--- config.mk ---
export PLATFORM = sky130hd
export DESIGN_NAME = cmd_parser
export DESIGN_NICKNAME = d
export VERILOG_FILES = /design/src/rtl/cmd_parser.sv
export SDC_FILE = /design/constraint.sdc
export NUM_CORES = 1
export LEC_CHECK = 0
export ABC_AREA = 1
export ABC_CLOCK_PERIOD_IN_PS = 6110
export BUFFER_PORTS_ARGS = -buffer_cell sky130_fd_sc_hd__buf_2
export CAP_MARGIN = 20
export CELL_PAD_IN_SITES_DETAIL_PLACEMENT = 0
export CELL_PAD_IN_SITES_GLOBAL_PLACEMENT = 2
export CORE_ASPECT_RATIO = 1.75
export CORE_MARGIN = 2
export CORE_UTILIZATION = 33
export CTS_CLUSTER_SIZE = 25
export DETAILED_ROUTE_END_ITERATION = 6
export GPL_TIMING_DRIVEN = 0
export HOLD_SLACK_MARGIN = 0.06
export PLACE_DENSITY = 0.89
export SLEW_MARGIN = 20
export SYNTH_ARGS = -nofsm -noshare
export SYNTH_HDL_FRONTEND = slang
export SYNTH_SLANG_ARGS = --single-unit
--- constraint.sdc ---
create_clock -name fx2_clk -period 6.11 [get_ports fx2_clk]
set_input_delay 1.5275 -clock fx2_clk [delete_from_list [all_inputs] [get_ports fx2_clk]]
set_output_delay 1.5275 -clock fx2_clk [all_outputs]
set_load 0.02 [all_outputs]
--- src/rtl/cmd_parser.sv ---
// -----------------------------------------------------------------------------
// cmd_parser
//   Parses the byte stream that arrives from an FX2 OUT endpoint into register
//   accesses, and returns read data as a byte-wise reply to an FX2 IN endpoint.
//
//   Frame format: opcode, address, then four data bytes LSB first (write only).
//     0x01 = register write, 0x02 = register read. Any other opcode is answered
//     with the single reply byte 0xEE.
//
//   Optional feature (macro CMD_TIMEOUT_EN): a partial frame that is left idle
//   in ADDR or DATA for TIMEOUT_CYCLES consecutive cycles is abandoned.
//   Without the macro the parser waits for the rest of the frame indefinitely.
//
//   Ports
//     fx2_clk     in   clock, rising edge
//     reset_n     in   asynchronous active-low reset
//     cmd_wr      in   one-cycle strobe, cmd valid
//     cmd[7:0]    in   command byte
//     reg_addr    out  register address for reg_wr / reg_rd
//     reg_wdata   out  register write data
//     reg_wr      out  one-cycle register write strobe
//     reg_rd      out  one-cycle register read strobe
//     reg_rdata   in   read data, valid the cycle after reg_rd
//     reply_rdy   out  reply byte valid
//     reply[7:0]  out  reply byte
//     reply_ack   in   one-cycle strobe, current reply byte consumed
//     reply_end   out  high with the final byte of a reply
//     cmd_overrun out  sticky flag, a command byte was dropped
// -----------------------------------------------------------------------------
module cmd_parser #(
    parameter int TIMEOUT_CYCLES = 65535
) (
    input  logic        fx2_clk,
    input  logic        reset_n,
    input  logic        cmd_wr,
    input  logic [7:0]  cmd,
    output logic [7:0]  reg_addr,
    output logic [31:0] reg_wdata,
    output logic        reg_wr,
    output logic        reg_rd,
    input  logic [31:0] reg_rdata,
    output logic        reply_rdy,
    output logic [7:0]  reply,
    input  logic        reply_ack,
    output logic        reply_end,
    output logic        cmd_overrun
);

    typedef enum logic [2:0] {
        ST_IDLE  = 3'd0,
        ST_ADDR  = 3'd1,
        ST_DATA  = 3'd2,
        ST_RDREQ = 3'd3,
        ST_RDCAP = 3'd4,
        ST_REPLY = 3'd5
    } state_e;

    localparam logic [7:0] OP_WRITE  = 8'h01;
    localparam logic [7:0] OP_READ   = 8'h02;
    localparam logic [7:0] REPLY_ERR = 8'hEE;

    state_e      state_q;
    logic        is_wr_q;      // frame in progress is a write
    logic [1:0]  byte_cnt_q;   // data byte index in DATA, reply byte index in REPLY
    logic [23:0] rbuf_q;       // upper reply bytes not yet presented
    logic [7:0]  reg_addr_q;
    logic [31:0] reg_wdata_q;
    logic        reg_wr_q;
    logic        reg_rd_q;
    logic        reply_rdy_q;
    logic [7:0]  reply_q;
    logic        reply_end_q;
    logic        overrun_q;

`ifdef CMD_TIMEOUT_EN
    localparam int TO_W = (TIMEOUT_CYCLES > 1) ? $clog2(TIMEOUT_CYCLES) : 1;
    localparam logic [TO_W-1:0] TO_LAST = TO_W'(TIMEOUT_CYCLES - 1);
    logic [TO_W-1:0] to_cnt_q; // idle cycles seen in ADDR/DATA since the last byte
`else
    logic unused_timeout_s;
    assign unused_timeout_s = (TIMEOUT_CYCLES != 0);
`endif

    // Parser FSM: byte consumption, register strobes, reply sequencing, overrun flag.
    always_ff @(posedge fx2_clk or negedge reset_n) begin
        if (!reset_n) begin
            state_q     <= ST_IDLE;
            is_wr_q     <= 1'b0;
            byte_cnt_q  <= 2'd0;
            rbuf_q      <= 24'd0;
            reg_addr_q  <= 8'd0;
            reg_wdata_q <= 32'd0;
            reg_wr_q    <= 1'b0;
            reg_rd_q    <= 1'b0;
            reply_rdy_q <= 1'b0;
            reply_q     <= 8'd0;
            reply_end_q <= 1'b0;
            overrun_q   <= 1'b0;
`ifdef CMD_TIMEOUT_EN
            to_cnt_q    <= {TO_W{1'b0}};
`endif
        end else begin
            // Strobes are single-cycle pulses unless re-asserted below.
            reg_wr_q <= 1'b0;
            reg_rd_q <= 1'b0;

`ifdef CMD_TIMEOUT_EN
            if (cmd_wr) begin
                to_cnt_q <= {TO_W{1'b0}};
            end else begin
                to_cnt_q <= to_cnt_q;
            end
`endif

            case (state_q)
                ST_IDLE: begin
                    if (cmd_wr) begin
                        if ((cmd == OP_WRITE) || (cmd == OP_READ)) begin
                            is_wr_q <= (cmd == OP_WRITE);
                            state_q <= ST_ADDR;
                        end else begin
                            reply_q     <= REPLY_ERR;
                            reply_end_q <= 1'b1;
                            reply_rdy_q <= 1'b1;
                            byte_cnt_q  <= 2'd0;
                            state_q     <= ST_REPLY;
                        end
                    end else begin
                        state_q <= ST_IDLE;
                    end
                end

                ST_ADDR: begin
                    if (cmd_wr) begin
                        reg_addr_q <= cmd;
                        byte_cnt_q <= 2'd0;
                        if (is_wr_q) begin
                            state_q <= ST_DATA;
                        end else begin
                            // reg_rd is high during RDREQ, alongside the new address.
                            reg_rd_q <= 1'b1;
                            state_q  <= ST_RDREQ;
                        end
                    end else begin
`ifdef CMD_TIMEOUT_EN
                        if (to_cnt_q == TO_LAST) begin
                            to_cnt_q <= {TO_W{1'b0}};
                            state_q  <= ST_IDLE;
                        end else begin
                            to_cnt_q <= to_cnt_q + TO_W'(1);
                        end
`else
                        state_q <= ST_ADDR;
`endif
                    end
                end

                ST_DATA: begin
                    if (cmd_wr) begin
                        reg_wdata_q[8*byte_cnt_q +: 8] <= cmd;
                        if (byte_cnt_q == 2'd3) begin
                            reg_wr_q   <= 1'b1;
                            byte_cnt_q <= 2'd0;
                            state_q    <= ST_IDLE;
                        end else begin
                            byte_cnt_q <= byte_cnt_q + 2'd1;
                        end
                    end else begin
`ifdef CMD_TIMEOUT_EN
                        if (to_cnt_q == TO_LAST) begin
                            to_cnt_q   <= {TO_W{1'b0}};
                            byte_cnt_q <= 2'd0;
                            state_q    <= ST_IDLE;
                        end else begin
                            to_cnt_q <= to_cnt_q + TO_W'(1);
                        end
`else
                        state_q <= ST_DATA;
`endif
                    end
                end

                ST_RDREQ: begin
                    // reg_rdata becomes valid in the following cycle (RDCAP).
                    state_q <= ST_RDCAP;
                end

                ST_RDCAP: begin
                    reply_q     <= reg_rdata[7:0];
                    rbuf_q      <= reg_rdata[31:8];
                    reply_end_q <= 1'b0;
                    reply_rdy_q <= 1'b1;
                    byte_cnt_q  <= 2'd0;
                    state_q     <= ST_REPLY;
                end

                ST_REPLY: begin
                    if (reply_ack && reply_rdy_q) begin
                        if (reply_end_q) begin
                            reply_rdy_q <= 1'b0;
                            reply_end_q <= 1'b0;
                            byte_cnt_q  <= 2'd0;
                            state_q     <= ST_IDLE;
                        end else begin
                            reply_q     <= rbuf_q[7:0];
                            rbuf_q      <= {8'd0, rbuf_q[23:8]};
                            byte_cnt_q  <= byte_cnt_q + 2'd1;
                            reply_end_q <= (byte_cnt_q == 2'd2);
                        end
                    end else begin
                        state_q <= ST_REPLY;
                    end
                end

                default: begin
                    reply_rdy_q <= 1'b0;
                    reply_end_q <= 1'b0;
                    byte_cnt_q  <= 2'd0;
                    state_q     <= ST_IDLE;
                end
            endcase

            // Bytes arriving while a read is being served are dropped.
            if (cmd_wr && ((state_q == ST_RDREQ) || (state_q == ST_RDCAP) ||
                           (state_q == ST_REPLY))) begin
                overrun_q <= 1'b1;
            end else begin
                overrun_q <= overrun_q;
            end
        end
    end

    assign reg_addr    = reg_addr_q;
    assign reg_wdata   = reg_wdata_q;
    assign reg_wr      = reg_wr_q;
    assign reg_rd      = reg_rd_q;
    assign reply_rdy   = reply_rdy_q;
    assign reply       = reply_q;
    assign reply_end   = reply_end_q;
    assign cmd_overrun = overrun_q;

endmodule

==> flow_metrics.py <==
metrics = {
    "run_status": {
        "status": "completed",
    },
    "worst_hold_path": {
        "hold_start": "is_wr_q",
        "holdPathStages": 1,
        "holdCritPathClass": "flop to flop",
        "min_to": "reg_rd",
    },
    "setup_path": {
        "crit_path_cell_trace": "clkbuf_1, buf_1, inv_1, ha_1, nor3_1, nand3_1, nand2_1",
        "cp-start-kind": "flop",
        "crit_path_end_kind": "flop",
        "rr_startpoint": "byte_cnt_q[0]",
        "rr_endpoint": "reg_wdata[4]",
        "r2r_slack_ps": 3310,
        "r2r_cells": 7,
        "worstPathRequired_ps": 6390,
        "crit_path_max_fanout": 10,
        "cpMaxStageDelayCell": "nor3_1",
        "max_stage_delay_ps": 800,
        "path_class": "flop to flop",
        "cp.arrival_ps": 3090,
    },
    "logic_synthesis": {
        "synthFlopType": "dfrtp_1",
        "synth_area_leaders": "dfrtp_1 52%, nand2_1 10%, o21ai_0 7.5%, nand3_1 5.7%, nand4_1 5.0%",
        "yosys.area_share.adder_pct": 1.87,
        "syn_area_sq_mm": 0.00402,
        "syn_inst": 492,
        "avgSynthCellArea_sq_um": 8.16,
        "ys_seq_area_share_pct": 51.7,
        "ys_seq_elements": 83,
        "yosys_warnings": 0,
        "synth_area_leader_cell": "dfrtp_1",
        "syn-num-nets": 542,
        "synth_top_family_by_area": "simple AND/OR/NAND/NOR gates",
        "async_flop_share_pct": 100,
        "synth_top_area_share_pct": 51.7,
        "synth-compound-area-share_pct": 11.9,
        "synth-simple-area-share_pct": 27.3,
        "synth_edf_count": 0,
        "synth.area.mux_share_pct": 0,
        "synthDistinctLibCells": 25,
        "yosys.area_share.xor_xnor_pct": 0,
    },
    "clocking": {
        "numCtsBuffers": 9,
        "clock_latency_ps": 340,
        "clk_pin_slew_worst_paths_ps": 70,
        "cts_hold_buf": 0,
        "root_buffer": "clkbuf_16",
        "h-tree-depth": 3,
        "ctsResizeCount": 0,
        "post-cts-setup-buffer-count": 0,
        "cts_sinks": 83,
        "cts_tree": "built",
        "clk_path_buf_depth": 2,
    },
    "routing": {
        "drt-initial-drc-count": 148,
        "wirelength_um": 11600,
        "ant_nets": 0,
        "vias_per_cell": 5.09,
        "dr.pass1.iters": 4,
        "avgRoutedWirePerCell_um": 15.6,
        "vias": 3768,
        "drc": 0,
    },
    "timing": {
        "finalMaxSlewViolations": 0,
        "skew_ps": 8.44,
        "setup_tns_ps": 0,
        "clock.fmax_mhz": 357,
        "min_period_ps": 2800,
        "period_share_pct": 45.9,
        "hold_viol": 0,
        "relSlewSlack_pct": 33.3,
        "worstMarginPinSlew_ps": 993,
        "rsz0062_at_grt": "false",
        "finalSetupViolCount": 0,
    },
    "placed_design": {
        "portBuffers": 95,
        "routabilityCongestion": 0.821,
        "hpwlAfterDp_um": 8960,
    },
    "floorplan": {
        "pin_count": 97,
        "die_y_um": 150,
        "start_util_pct": 33.6,
        "die-width_um": 87.4,
        "rows": 53,
        "die_area_sq_mm": 0.0131,
        "coreArea_sq_mm": 0.0119,
    },
    "finish": {
        "syn2layout_area_growth_pct": 24.6,
        "num_antenna_cells": 0,
        "layout_common_cells": "111 x nand2_1, 103 x buf_2, 83 x dfrtp_1",
        "drive_gt1_share_pct": 23.2,
        "layout_commonest_cell": "nand2_1",
        "nNetsFinal": 649,
    },
    "global_routing": {
        "grt_pass1_wl_um": 18600,
        "antenna_found_initial": 0,
        "grt_pass1_vias": 3734,
        "grt_overflow": 0,
        "groute.usage.overall_pct": 18.5,
        "grt_max_degree": 48,
    },
    "power": {
        "ir_drop_uv": 226,
        "finalPower_w": 0.00250,
        "power_leakage_nw": 2.68,
        "power_density_mw_per_mm2": 500,
    },
    "flow_run": {
        "maxCapViolCount": 0,
    },
}
## power by group
group          internal, W  leakage [nW]  total (W)  switching [W]
combinational     0.000341          1.46    0.00113       0.000789
clock             0.000332         0.150   0.000564       0.000231
sequential        0.000723          1.07   0.000809      0.0000859
total              0.00140          2.68    0.00250        0.00111
## metal layers
layer / GRT usage (%) / wire (um)
met5: 0 / 0
met4: 8.62 / 410
met3: 3.47 / 519
met2: 33.3 / 6150
met1: 20.5 / 4480
## metrics by stage
stage                     cell area [sq um]  utilization [%]  setup slack, ps  hold slack [ps]  instances
after floorplan                        4020                -             3600              419        492
after global placement                 4660             39.1             2840              458        724
after detailed placement               4690             39.3             3270              462        725
after CTS                              5000             41.9             3260              479        741
after global routing                   5000             41.9             3030              491        741
final                                  5000             41.9             3310              472        741
## worst max path at each step
stage / from / end / slack, ps / cells past startpoint
2_1_floorplan: cmd_wr / reply[0] / 3600 / 6
3_3_place_gp: reset_n / reply[5] / 2840 / 1
3_5_place_dp: cmd_wr / reg_wdata[9] / 3270 / 5
4_1_cts: byte_cnt_q[0] / reg_wdata[0] / 3260 / 7
5_1_grt: byte_cnt_q[0] / reg_wdata[17] / 3030 / 9
6_report: byte_cnt_q[0] / reg_wdata[4] / 3310 / 7
## Yosys cell counts, types with 2 or more instances
master / count
o21a_1: 2
nor2_2: 7
dfrtp_1: 83
nand3_1: 46
inv_1: 41
nor3_1: 4
clkbuf_1: 11
buf_2: 9
nand3_2: 3
ha_1: 6
nor2_1: 37
a21oi_1: 17
buf_4: 3
inv_2: 3
nand2_1: 111
o21ai_0: 60
nand4_1: 32
o21ai_1: 9
o211ai_1: 2
## state kept, by name (all words and copies together), names as in the netlist
register	flops
byte_cnt_q	2
cmd_overrun	1
is_wr_q	1
rbuf_q	24
reg_addr	8
reg_rd	1
reg_wdata	32
reg_wr	1
reply	8
reply_end	1
reply_rdy	1
state_q	3
## cells by family after synthesis
logic type               after synthesis
AND/OR/NAND/NOR                      242
AO/OA/AOI/OAI                         92
flip-flops                            83
buffers and inverters                 69
adder cells (fa/ha/maj)                6
## critical path: cells and delay by family, from the launching register on
| kind | cells | cell delay [ps] |
|---|---|---|
| buf+inv | 3 | 890 |
| simple gates | 3 | 1060 |
| fa+ha+maj | 1 | 340 |
| flops | 1 | 450 |
## layout make-up
cell class	instances	area [sq um]
Clock buffer	10	239
Fill cell	1268	6930
Multi-Input combinational cell	340	1650
Buffer	25	124
Timing Repair Buffer	96	505
Sequential cell	83	2080
Tap cell	137	171
Inverter	44	165
Clock inverter	6	72.6
Note: power is estimated with default switching activity, not from simulation.
